**src/rtl/rst_seq_pkg.sv**
```systemverilog
// Shared types and default constants for the staged reset controller.
package rst_seq_pkg;

  typedef enum logic [1:0] {ASSERT, RELEASE, RUN} state_t;

  localparam int         DEF_NUM_SRC         = 4;
  localparam int         DEF_NUM_OUT         = 3;
  localparam logic [3:0] DEF_SRC_ACT_LOW     = 4'b0001;
  localparam logic [3:0] DEF_FAST_ASSERT     = 4'b1111;
  localparam int         DEF_DEBOUNCE_CYCLES = 100000;
  localparam int         DEF_MIN_HOLD        = 1000;
  localparam int         DEF_STAGE_DELAY     = 1000;
  localparam int         DEF_CNT_W           = 32;

  // Raw pin level that means "asserted" for a source of the given polarity.
  function automatic logic asserted_level(input logic act_low);
    return ~act_low;
  endfunction

endpackage

```
**src/rtl/rst_src_debounce.sv**
```systemverilog
// One reset source: 2-flop synchroniser, polarity normalise, debounce with
// optional fast-assert bypass. deb is 1 while the source counts as asserted.
module rst_src_debounce
  import rst_seq_pkg::*;
#(
  parameter logic ACT_LOW         = 1'b0,
  parameter logic FAST            = 1'b0,
  parameter int   DEBOUNCE_CYCLES = DEF_DEBOUNCE_CYCLES,
  parameter int   CNT_W           = DEF_CNT_W
) (
  input  logic clk,
  input  logic reset,
  input  logic src_in,
  output logic deb
);

  logic             sync1;
  logic             sync2;
  logic             sync_n;
  logic [CNT_W-1:0] cnt;

  assign sync_n = sync2 ^ ACT_LOW;

  always_ff @(posedge clk) begin
    if (reset) begin
      sync1 <= asserted_level(ACT_LOW);
      sync2 <= asserted_level(ACT_LOW);
      cnt   <= '0;
      deb   <= 1'b1;
    end else begin
      sync1 <= src_in;
      sync2 <= sync1;
      if (FAST && sync_n) begin
        deb <= 1'b1;
        cnt <= '0;
      end else if (sync_n != deb) begin
        if (cnt == CNT_W'(DEBOUNCE_CYCLES - 1)) begin
          deb <= sync_n;
          cnt <= '0;
        end else begin
          cnt <= cnt + CNT_W'(1);
        end
      end else begin
        cnt <= '0;
      end
    end
  end

endmodule

```
**src/rtl/rst_seq_ctrl.sv**
```systemverilog
// Reset controller: combines debounced sources, holds all domains for a
// minimum time, then releases them in order with a fixed stagger.
module rst_seq_ctrl
  import rst_seq_pkg::*;
#(
  parameter int                 NUM_SRC         = DEF_NUM_SRC,
  parameter int                 NUM_OUT         = DEF_NUM_OUT,
  parameter logic [NUM_SRC-1:0] SRC_ACT_LOW     = NUM_SRC'(DEF_SRC_ACT_LOW),
  parameter logic [NUM_SRC-1:0] FAST_ASSERT     = NUM_SRC'(DEF_FAST_ASSERT),
  parameter int                 DEBOUNCE_CYCLES = DEF_DEBOUNCE_CYCLES,
  parameter int                 MIN_HOLD        = DEF_MIN_HOLD,
  parameter int                 STAGE_DELAY     = DEF_STAGE_DELAY,
  parameter int                 CNT_W           = DEF_CNT_W
) (
  input  logic               clk,
  input  logic               reset,
  input  logic [NUM_SRC-1:0] src_in,
  input  logic [NUM_SRC-1:0] src_mask,
  input  logic               cause_clr,
  output logic [NUM_OUT-1:0] rst_out,
  output logic               seq_done,
  output logic [NUM_SRC-1:0] cause
);

  logic [NUM_SRC-1:0] deb;
  logic [NUM_SRC-1:0] active;
  logic               req;
  state_t             state;
  logic [CNT_W-1:0]   hold_cnt;
  logic [CNT_W-1:0]   stage_cnt;
  logic [CNT_W-1:0]   stage_idx;

  for (genvar i = 0; i < NUM_SRC; i++) begin : g_src
    rst_src_debounce #(
      .ACT_LOW        (SRC_ACT_LOW[i]),
      .FAST           (FAST_ASSERT[i]),
      .DEBOUNCE_CYCLES(DEBOUNCE_CYCLES),
      .CNT_W          (CNT_W)
    ) u_deb (
      .clk   (clk),
      .reset (reset),
      .src_in(src_in[i]),
      .deb   (deb[i])
    );
  end

  assign active = deb & ~src_mask;
  assign req    = |active;

  // The hold counter saturates at its threshold so a long-held request
  // cannot wrap it back below MIN_HOLD.
  always_ff @(posedge clk) begin
    if (reset) begin
      state     <= ASSERT;
      rst_out   <= '1;
      seq_done  <= 1'b0;
      hold_cnt  <= '0;
      stage_cnt <= '0;
      stage_idx <= '0;
    end else if (req && state != ASSERT) begin
      state     <= ASSERT;
      rst_out   <= '1;
      seq_done  <= 1'b0;
      hold_cnt  <= '0;
      stage_cnt <= '0;
      stage_idx <= '0;
    end else begin
      case (state)
        ASSERT: begin
          if (hold_cnt >= CNT_W'(MIN_HOLD - 1) && !req) begin
            state     <= RELEASE;
            stage_cnt <= '0;
            stage_idx <= '0;
          end else if (hold_cnt < CNT_W'(MIN_HOLD - 1)) begin
            hold_cnt <= hold_cnt + CNT_W'(1);
          end
        end
        RELEASE: begin
          if (stage_cnt == CNT_W'(STAGE_DELAY - 1)) begin
            rst_out   <= rst_out << 1;
            stage_cnt <= '0;
            if (stage_idx == CNT_W'(NUM_OUT - 1)) begin
              state     <= RUN;
              seq_done  <= 1'b1;
              stage_idx <= '0;
            end else begin
              stage_idx <= stage_idx + CNT_W'(1);
            end
          end else begin
            stage_cnt <= stage_cnt + CNT_W'(1);
          end
        end
        RUN: begin
          rst_out  <= '0;
          seq_done <= 1'b1;
        end
        default: state <= ASSERT;
      endcase
    end
  end

  // A set on the same cycle as a clear wins.
  always_ff @(posedge clk) begin
    if (reset) begin
      cause <= '0;
    end else begin
      cause <= (cause & {NUM_SRC{~cause_clr}}) | active;
    end
  end

endmodule

```
**config.mk**
```make
export PLATFORM = sky130hd
export DESIGN_NAME = rst_seq_ctrl
export DESIGN_NICKNAME = d
export VERILOG_FILES = /design/src/rtl/rst_seq_pkg.sv /design/src/rtl/rst_src_debounce.sv /design/src/rtl/rst_seq_ctrl.sv
export SDC_FILE = /design/constraint.sdc
export NUM_CORES = 1
export LEC_CHECK = 0
export BUFFER_PORTS_ARGS = -buffer_cell sky130_fd_sc_hd__buf_2
export CORE_ASPECT_RATIO = 1.4
export CORE_MARGIN = 2
export CORE_UTILIZATION = 56
export DETAILED_ROUTE_END_ITERATION = 7
export PLACE_DENSITY = 0.76
export SLEW_MARGIN = 30
export SYNTH_ARGS = -nofsm -noshare
export SYNTH_HDL_FRONTEND = slang
export SYNTH_SLANG_ARGS = --single-unit
export TNS_END_PERCENT = 50
```
**constraint.sdc**
```tcl
create_clock -name clk -period 2.4 [get_ports clk]
set_input_delay 0.12 -clock clk [delete_from_list [all_inputs] [get_ports clk]]
set_output_delay 0.12 -clock clk [all_outputs]
set_load 0.02 [all_outputs]
```
==> flow_summary.ini, run 1 <==
[sta]
final-setup-viol-count = 0
hold_slack_ps = 13.20
fmax_ghz = 0.4363
worstMarginPinSlew_ps = 638.8
fin_crit_ps = 2292
final_max_slew_viol_count = 0
grt_setup_unrepaired = true
period_share = 0.9549
skew_ps = 10.50
hold_violations = 0
max_slew_margin = 0.5741

[logic_synthesis]
synth_cell_types = 56
synth_edf_count = 0
synthArstFlopShare = 0
ys_ff_latch = 246
synthCells = 1242
synth_flop_cell = dfxtp_1
ys_seq_area_frac = 0.4569
yosys_warnings = 0
syn_area_per_cell_um2 = 8.678
syn-num-nets = 1261
synth_area_mm2 = 0.01078

[clocking]
htreeDepth = 1
cts_root_buf = clkbuf_16
clk_latency_ps = 510
cts_buffer_depth = 3
cts_buffers = 24
clk_pin_slew_worst_paths_ps = 60
cts.sinks = 246
cts_tree = yes

[global_route]
antenna_found_initial = 0
grt_pass1_wl_um = 38270
grt_max_degree = 33
grt.overflow.total = 0
grt.total_usage = 0.2206
grt_pass1_vias = 8436

[critical_path]
cp-endpoint = stage_idx[16]
cp_max_fo = 6
worstSetupStartpoint = stage_cnt[18]
crit-reg2reg-capture = stage_idx[16]
cp-start-kind = flop
crit_arrival_ps = 2740
crit_type = reg2reg
crit_path_end_kind = flop
worstPathRequired_ps = 2840
r2r_slack_ps = 110
r2r_cells = 6
reg2reg_from = stage_cnt[18]

[die]
core_mm2 = 0.01907
die_w_um = 121.3
die_area_mm2 = 0.02039
num_io_pins = 19
fp-row-count = 60
die_h_um = 168.1
initial_utilization = 0.5652

[drt]
ant_nets = 0
drc = 0
drtIter0Drc = 403
via_count = 8737
routed_via_density = 5.590
wl_um = 22340
routedWlPerCell_um = 14.29
dr.pass1.iters = 5

[job]
maxCapViolations = 0

[finish]
antennaDiodeCount = 0
final_layout_size_suffix_gt1_frac = 0.09886
fin_nets = 1316
syn_to_final_growth_pct = 14.06
final_cells = 1563

[placement]
dpl.cell_count = 1510
io_buffers = 18
dp.final_hpwl_um = 15220
place.gp.congestion = 0.8711

[run_status]
outcome = completed

[power]
powerDensity_mw_per_mm2 = 659.5
vdd_drop_max_mv = 0.4989
p_leak_nw = 4.227

[min_path]
hold_path.class = in2reg
==> flip-flops by register name (all words and copies together), names as in the netlist <==
register	count
g_src.u_deb.cnt	128
hold_cnt	32
seq_done	1
g_src.u_deb.sync1	4
stage_cnt	32
state	2
g_src.u_deb.sync2	4
g_src.u_deb.deb	4
stage_idx	32
cause	4
rst_out	3
==> area by class of cell <==
class                           count  area, µm²
Timing Repair Buffer               73      573.1
Multi-Input combinational cell    935       5603
Tap cell                          248      310.3
Clock inverter                     10      128.9
Clock buffer                       34      689.4
Sequential cell                   246       4925
Fill cell                        1607       6775
Inverter                           17      63.81
==> how the worst min path moves through the flow <==
stage                     startpoint                    to  slack, ps  depth (start not counted)
final                          reset  g_src[0].u_deb.sync2         10                          2
after global routing           reset  g_src[0].u_deb.sync2         30                          2
after CTS                      reset  g_src[0].u_deb.sync2          4                          2
after detailed placement   src_in[1]  g_src[1].u_deb.sync1        320                          2
after global placement     src_in[1]  g_src[1].u_deb.sync1        320                          2
after floorplan            src_in[1]  g_src[1].u_deb.sync1        220                          1
==> cells in the final DEF (no fill, tap or decap), drive strengths merged, types with 34 or more instances in the layout <==
cell,n
dfxtp,246
nand2,83
nor4,55
and3,39
buf,65
clkbuf,34
xnor2,77
nand3,86
nor2,222
xor2,92
nand4,52
==> where the power goes <==
part           internal, mW  leakage (nW)  switching, mW  total [mW]
combinational        0.0490          1.84         0.0802       0.129
clock                  2.33         0.407           1.54        3.87
sequential             4.10          1.98        0.00941        4.11
==> routing by layer <==
layer  up-vias  share of wire  global-route usage
li1       4440              -                   -
met1      4073           0.43              0.2635
met2       168           0.50              0.4043
met4         0          0.028             0.07346
met3        56          0.034             0.02812
met5         -              0                   0
==> worst max-delay path, stage by stage, from the launching register on <==
cell     delay [ps]
dfxtp_1         350
nor4_2          300
nand2_1         140
or4_4           590
a211o_1         290
or4_1           400
a21oi_1         140
==> through the flow <==
stage / total power, mW / utilization / worst slack [ps] / setup TNS, ps / area, µm²
finish: 8.107 / 0.6447 / 108.1 / 0 / 12290
global route: 8.364 / 0.6447 / -14.67 / -20.92 / 12290
CTS: 8.177 / 0.6443 / 73.95 / 0 / 12290
detailed placement: 4.319 / 0.5972 / 89.07 / 0 / 11390
global placement: 4.317 / 0.5972 / 156.0 / 0 / 11390
floorplan: 4.271 / - / 39.44 / 0 / 10780
==> synthesized netlist by cell type (all sizes together) (21+ instances only) <==
library cell	n	area [µm²]
nor4	55	381.6
xnor2	77	674.4
clkbuf	32	120.1
nand2	83	311.6
a21oi	21	105.1
dfxtp	246	4925
nor3	33	165.2
and3	39	244.0
and2	25	156.4
nor2	222	833.3
xor2	92	805.8
nand3	86	430.4
nand4	52	325.3
==> cells by family after synthesis <==
group / Yosys count / synth area share
multiplexers: 3 / 0.002902
AND/OR/NAND/NOR: 676 / 0.3196
AO/OA/AOI/OAI: 79 / 0.05038
buffers and inverters: 61 / 0.02357
adder cells (fa/ha/maj): 8 / 0.009288
flip-flops: 246 / 0.4569
XOR/XNOR: 169 / 0.1373
==> timing repair <==
item                       CTS  global route
buffers inserted             0             1
hold endpoints to repair     8             0
resized for setup            0             0
hold buffers                 8             0
setup endpoints to repair    0             9
Note: power is estimated with default switching activity, not from simulation.
==> run 2: changes to the inputs <==
--- a/config.mk
+++ b/config.mk
@@ -8,9 +8,9 @@
 export BUFFER_PORTS_ARGS = -buffer_cell sky130_fd_sc_hd__buf_2
 export CORE_ASPECT_RATIO = 1.4
 export CORE_MARGIN = 2
-export CORE_UTILIZATION = 56
+export CORE_UTILIZATION = 50
 export DETAILED_ROUTE_END_ITERATION = 7
-export PLACE_DENSITY = 0.76
+export PLACE_DENSITY = 0.69
 export SLEW_MARGIN = 30
 export SYNTH_ARGS = -nofsm -noshare
 export SYNTH_HDL_FRONTEND = slang
==> flow_summary.ini, run 2 (synthesized netlist as in run 1, its figures left out) <==
[run_status]
outcome = completed

[die]
core_mm2 = 0.02120
die_h_um = 177.7
die_area_mm2 = 0.02276
initial_utilization = 0.5083
num_io_pins = 19
fp-row-count = 63
die_w_um = 128.1

[sta]
fin_crit_ps = 2299
final_max_slew_viol_count = 0
fin_ws_ps = 100.9
setup_tns_ps = 0
final-setup-viol-count = 0
hold_slack_ps = 25.16
period_share = 0.9579
fmax_ghz = 0.4350
worstMarginPinSlew_ps = 664.7
max_slew_margin = 0.5569
hold_violations = 0
skew_ps = 8.502

[min_path]
hold_path.class = in2reg

[power]
p_int_mw = 6.257
powerDensity_mw_per_mm2 = 639.7
vdd_drop_max_mv = 0.4776
seqPwrFrac = 0.522
swShare = 0.2057
power_mw = 7.877
p_leak_nw = 4.235
clkPwrFrac = 0.462
power_frac_comb = 0.016
p_sw_mw = 1.620

[drt]
highest_layer = met4
wl_met1_um = 9967
wl_um = 21990
routedWlPerCell_um = 13.94
ant_nets = 0
wl_met3_um = 698
drtIter0Drc = 455
routed_via_density = 5.550
drc = 0
met2_length_um = 10740
via_count = 8752
dr.pass1.iters = 5

[finish]
final_layout_size_suffix_gt1_frac = 0.1086
largest_register_ffs = 128
regMostFlops = g_src.u_deb.cnt
final_cells = 1577
fin_util = 0.5807
final_common_cell = dfxtp_1
final_area_mm2 = 0.01231
fin_nets = 1320
syn_to_final_growth_pct = 14.24
final_cell_mix = dfxtp_1 (244), nor2_1 (222), xor2_1 (92)
antennaDiodeCount = 0
fillers = 1911

[global_route]
grt.overflow.total = 0
grt_max_degree = 33
grt.total_usage = 0.1935
grt_pass1_wl_um = 37380
grt_pass1_vias = 8200
antenna_found_initial = 0

[placement]
io_buffers = 18
placed_area_mm2 = 0.01139
pre_cts_ws_ps = 87.77
dp.final_hpwl_um = 15180
dpl.cell_count = 1524
place.gp.congestion = 0.8371

[clocking]
clk_pin_slew_worst_paths_ps = 60
cts.sinks = 246
cts_buffers = 24
cts_tree = yes
cts_buffer_depth = 3
cts_root_buf = clkbuf_16
clk_latency_ps = 510
htreeDepth = 1

[critical_path]
cp-start-kind = flop
crit_path_end_kind = flop
crit_type = reg2reg
crit_arrival_ps = 2750
cp_max_fo = 6
worstPathRequired_ps = 2850

[job]
maxCapViolations = 0
==> run 2: cell types whose count changed in the layout (fill, tap and decap cells not counted), moves of 3 or more <==
cell,delta
buf_4,+6
clkbuf_8,+4
bufinv_16,-3
nor4_1,-3
==> run 2: cell type report <==
| cell class | instances | area (µm²) | area share |
|---|---|---|---|
| repair buffers | 77 | 578.1 | 0.04695 |
| clock buffers | 36 | 737.0 | 0.05985 |
| multi-input cells | 935 | 5649 | 0.4588 |
| inverters | 17 | 63.81 | 0.005182 |
| well taps | 260 | 325.3 | 0.02642 |
| flip-flops and latches | 246 | 4927 | 0.4002 |
| clock inverters | 6 | 32.53 | 0.002642 |
==> run 2: power by group through the flow <==
stage               clock [mW]  sequential (mW)  combinational (mW)
floorplan                    0             4.20              0.0680
global placement             0             4.20               0.118
detailed placement           0             4.20               0.118
CTS                       3.76             4.11               0.129
global route              3.92             4.11               0.141
finish                    3.64             4.11               0.127
==> run 2: final timing paths <==
check,start,to,slack [ps],cells after the start
hold reg to reg,g_src[2].u_deb.sync1,g_src[2].u_deb.sync2,420,1
setup / recovery,stage_cnt[31],stage_idx[19],100,6
setup reg to reg,stage_cnt[31],stage_idx[19],100,6
hold / removal,reset,g_src[0].u_deb.sync2,30,2
==> run 2: timing repair <==
action                                  in CTS  in global routing
endpoints found under the setup margin       0                 49
hold buffers                                 8                  0
hold endpoints to repair                     8                  0
buffers inserted                             0                  3
resized for setup                            0                 11
==> run 2: critical path: stages, from the launching register on <==
cell and delay [ps]:
dfxtp_1 330, nor4_2 290, nand2_1 120, or4_4 610, a211oi_4 270, or4b_4 480, a21oi_2 140
==> run 2: metal layers <==
metal,GRT usage,up-vias
li1,-,4446
met1,0.2433,4129
met2,0.3425,137
met3,0.02442,40
met4,0.06273,0
met5,0,-
==> run 3: changes to the inputs <==
--- a/config.mk
+++ b/config.mk
@@ -10,7 +10,7 @@
 export CORE_MARGIN = 2
 export CORE_UTILIZATION = 50
 export DETAILED_ROUTE_END_ITERATION = 7
-export PLACE_DENSITY = 0.69
+export PLACE_DENSITY = 0.79
 export SLEW_MARGIN = 30
 export SYNTH_ARGS = -nofsm -noshare
 export SYNTH_HDL_FRONTEND = slang
==> flow_summary.ini, run 3 (synthesized netlist as in run 1, its figures left out) <==
[finish]
final_common_cell = dfxtp_1
final_layout_size_suffix_gt1_frac = 0.1074
seqCellArea_mm2 = 0.004926
regMostFlops = g_src.u_deb.cnt
syn_to_final_growth_pct = 15.20
largest_register_ffs = 128
fin_util = 0.5855
final_area_mm2 = 0.01242
antennaDiodeCount = 0
fin_nets = 1313
fillers = 1824
multi_input_area_mm2 = 0.005658
final_cell_mix = dfxtp_1 (245), nor2_1 (222), xor2_1 (92)

[job]
maxCapViolations = 0

[sta]
fin_crit_ps = 2397
fmax_ghz = 0.4172
fin_ws_ps = 3.030
period_share = 0.9987
setup_tns_ps = 0
final-setup-viol-count = 0
grt_setup_unrepaired = true
max_slew_margin = 0.5772
hold_violations = 0
worstMarginPinSlew_ps = 634.2
final_max_slew_viol_count = 0
skew_ps = 10.02

[clocking]
cts_tree = yes
clk_pin_slew_worst_paths_ps = 70
clk_latency_ps = 520
cts_root_buf = clkbuf_16
htreeDepth = 1
cts.sinks = 246
cts_buffers = 25
cts_buffer_depth = 3

[die]
num_io_pins = 19
die_area_mm2 = 0.02276
core_mm2 = 0.02120
fp-row-count = 63
initial_utilization = 0.5083
die_h_um = 177.7
die_w_um = 128.1

[power]
powerDensity_mw_per_mm2 = 673.7
power_mw = 8.365
vdd_drop_max_mv = 0.5436
p_leak_nw = 4.256

[critical_path]
cp-start-kind = flop
crit_arrival_ps = 2850
crit_type = reg2reg
cp_max_fo = 6
crit_path_end_kind = flop
worstPathRequired_ps = 2860

[global_route]
antenna_found_initial = 0
grt.overflow.total = 0
grt.total_usage = 0.1966
grt_pass1_wl_um = 37970
grt_max_degree = 33
grt_pass1_vias = 8544

[drt]
routed_via_density = 5.586
routedWlPerCell_um = 14.02
ant_nets = 0
drc = 0
via_count = 8787
wl_um = 22060
drtIter0Drc = 535
dr.pass1.iters = 5

[min_path]
hold_path.class = in2reg

[placement]
place.gp.congestion = 0.8935
dp.final_hpwl_um = 15050
pre_cts_ws_ps = 45.46
placed_area_mm2 = 0.01135
io_buffers = 18

[run_status]
outcome = completed
==> run 3: timing repair <==
item / 4_1_cts / 5_1_grt
endpoints found under the hold margin: 8 / 0
setup endpoints to repair: 0 / 15
resized for setup: 0 / 13
hold buffers: 11 / 0
setup buffers: 0 / 1
==> run 3: where the power goes <==
| part | internal (mW) | total (mW) | switching (mW) |
|---|---|---|---|
| clock network | 2.46 | 4.13 | 1.67 |
| logic | 0.0525 | 0.132 | 0.0793 |
| registers | 4.10 | 4.11 | 0.00894 |
| total | 6.61 | 8.36 | 1.75 |
==> run 3: final timing paths <==
kind | start | to | slack [ps] | cells after the start
max | stage_cnt[25] | stage_idx[19] | 3 | 6
max reg2reg | stage_cnt[25] | stage_idx[19] | 3 | 6
min | src_mask[2] | cause[2] | 60 | 3
min reg2reg | g_src[0].u_deb.sync2 | g_src[0].u_deb.deb | 400 | 1
==> run 3: final cells by class <==
| class | instances | area share |
|---|---|---|
| multi-input cells | 935 | 0.4557 |
| flip-flops and latches | 246 | 0.3968 |
| clock buffers | 28 | 0.05371 |
| repair buffers | 69 | 0.04434 |
| well taps | 260 | 0.02620 |
| clock inverters | 18 | 0.01814 |
| inverters | 17 | 0.005140 |
==> run 3: worst max-delay path, cell delays in order, from the launching register on <==
cell and delay [ps]:
dfxtp_2 350, nor4_4 360, nand3_2 150, or4_4 610, a211oi_4 220, or4b_4 490
a21oi_2 150
==> run 3: metal layers <==
metal / wire length (µm) / vias to the layer above / global-route usage
met4: 551 / 0 / 0.06914
met5: 0 / - / 0
met1: 9540 / 4162 / 0.2333
li1: - / 4436 / -
met2: 11230 / 144 / 0.3616
met3: 735 / 45 / 0.02532
==> run 3: stage by stage <==
stage,cells,hold WS (ps)
CTS,1572,47.49
finish,1573,58.40
floorplan,1242,223.8
global route,1573,56.92
global placement,1515,302.2
detailed placement,1515,304.1
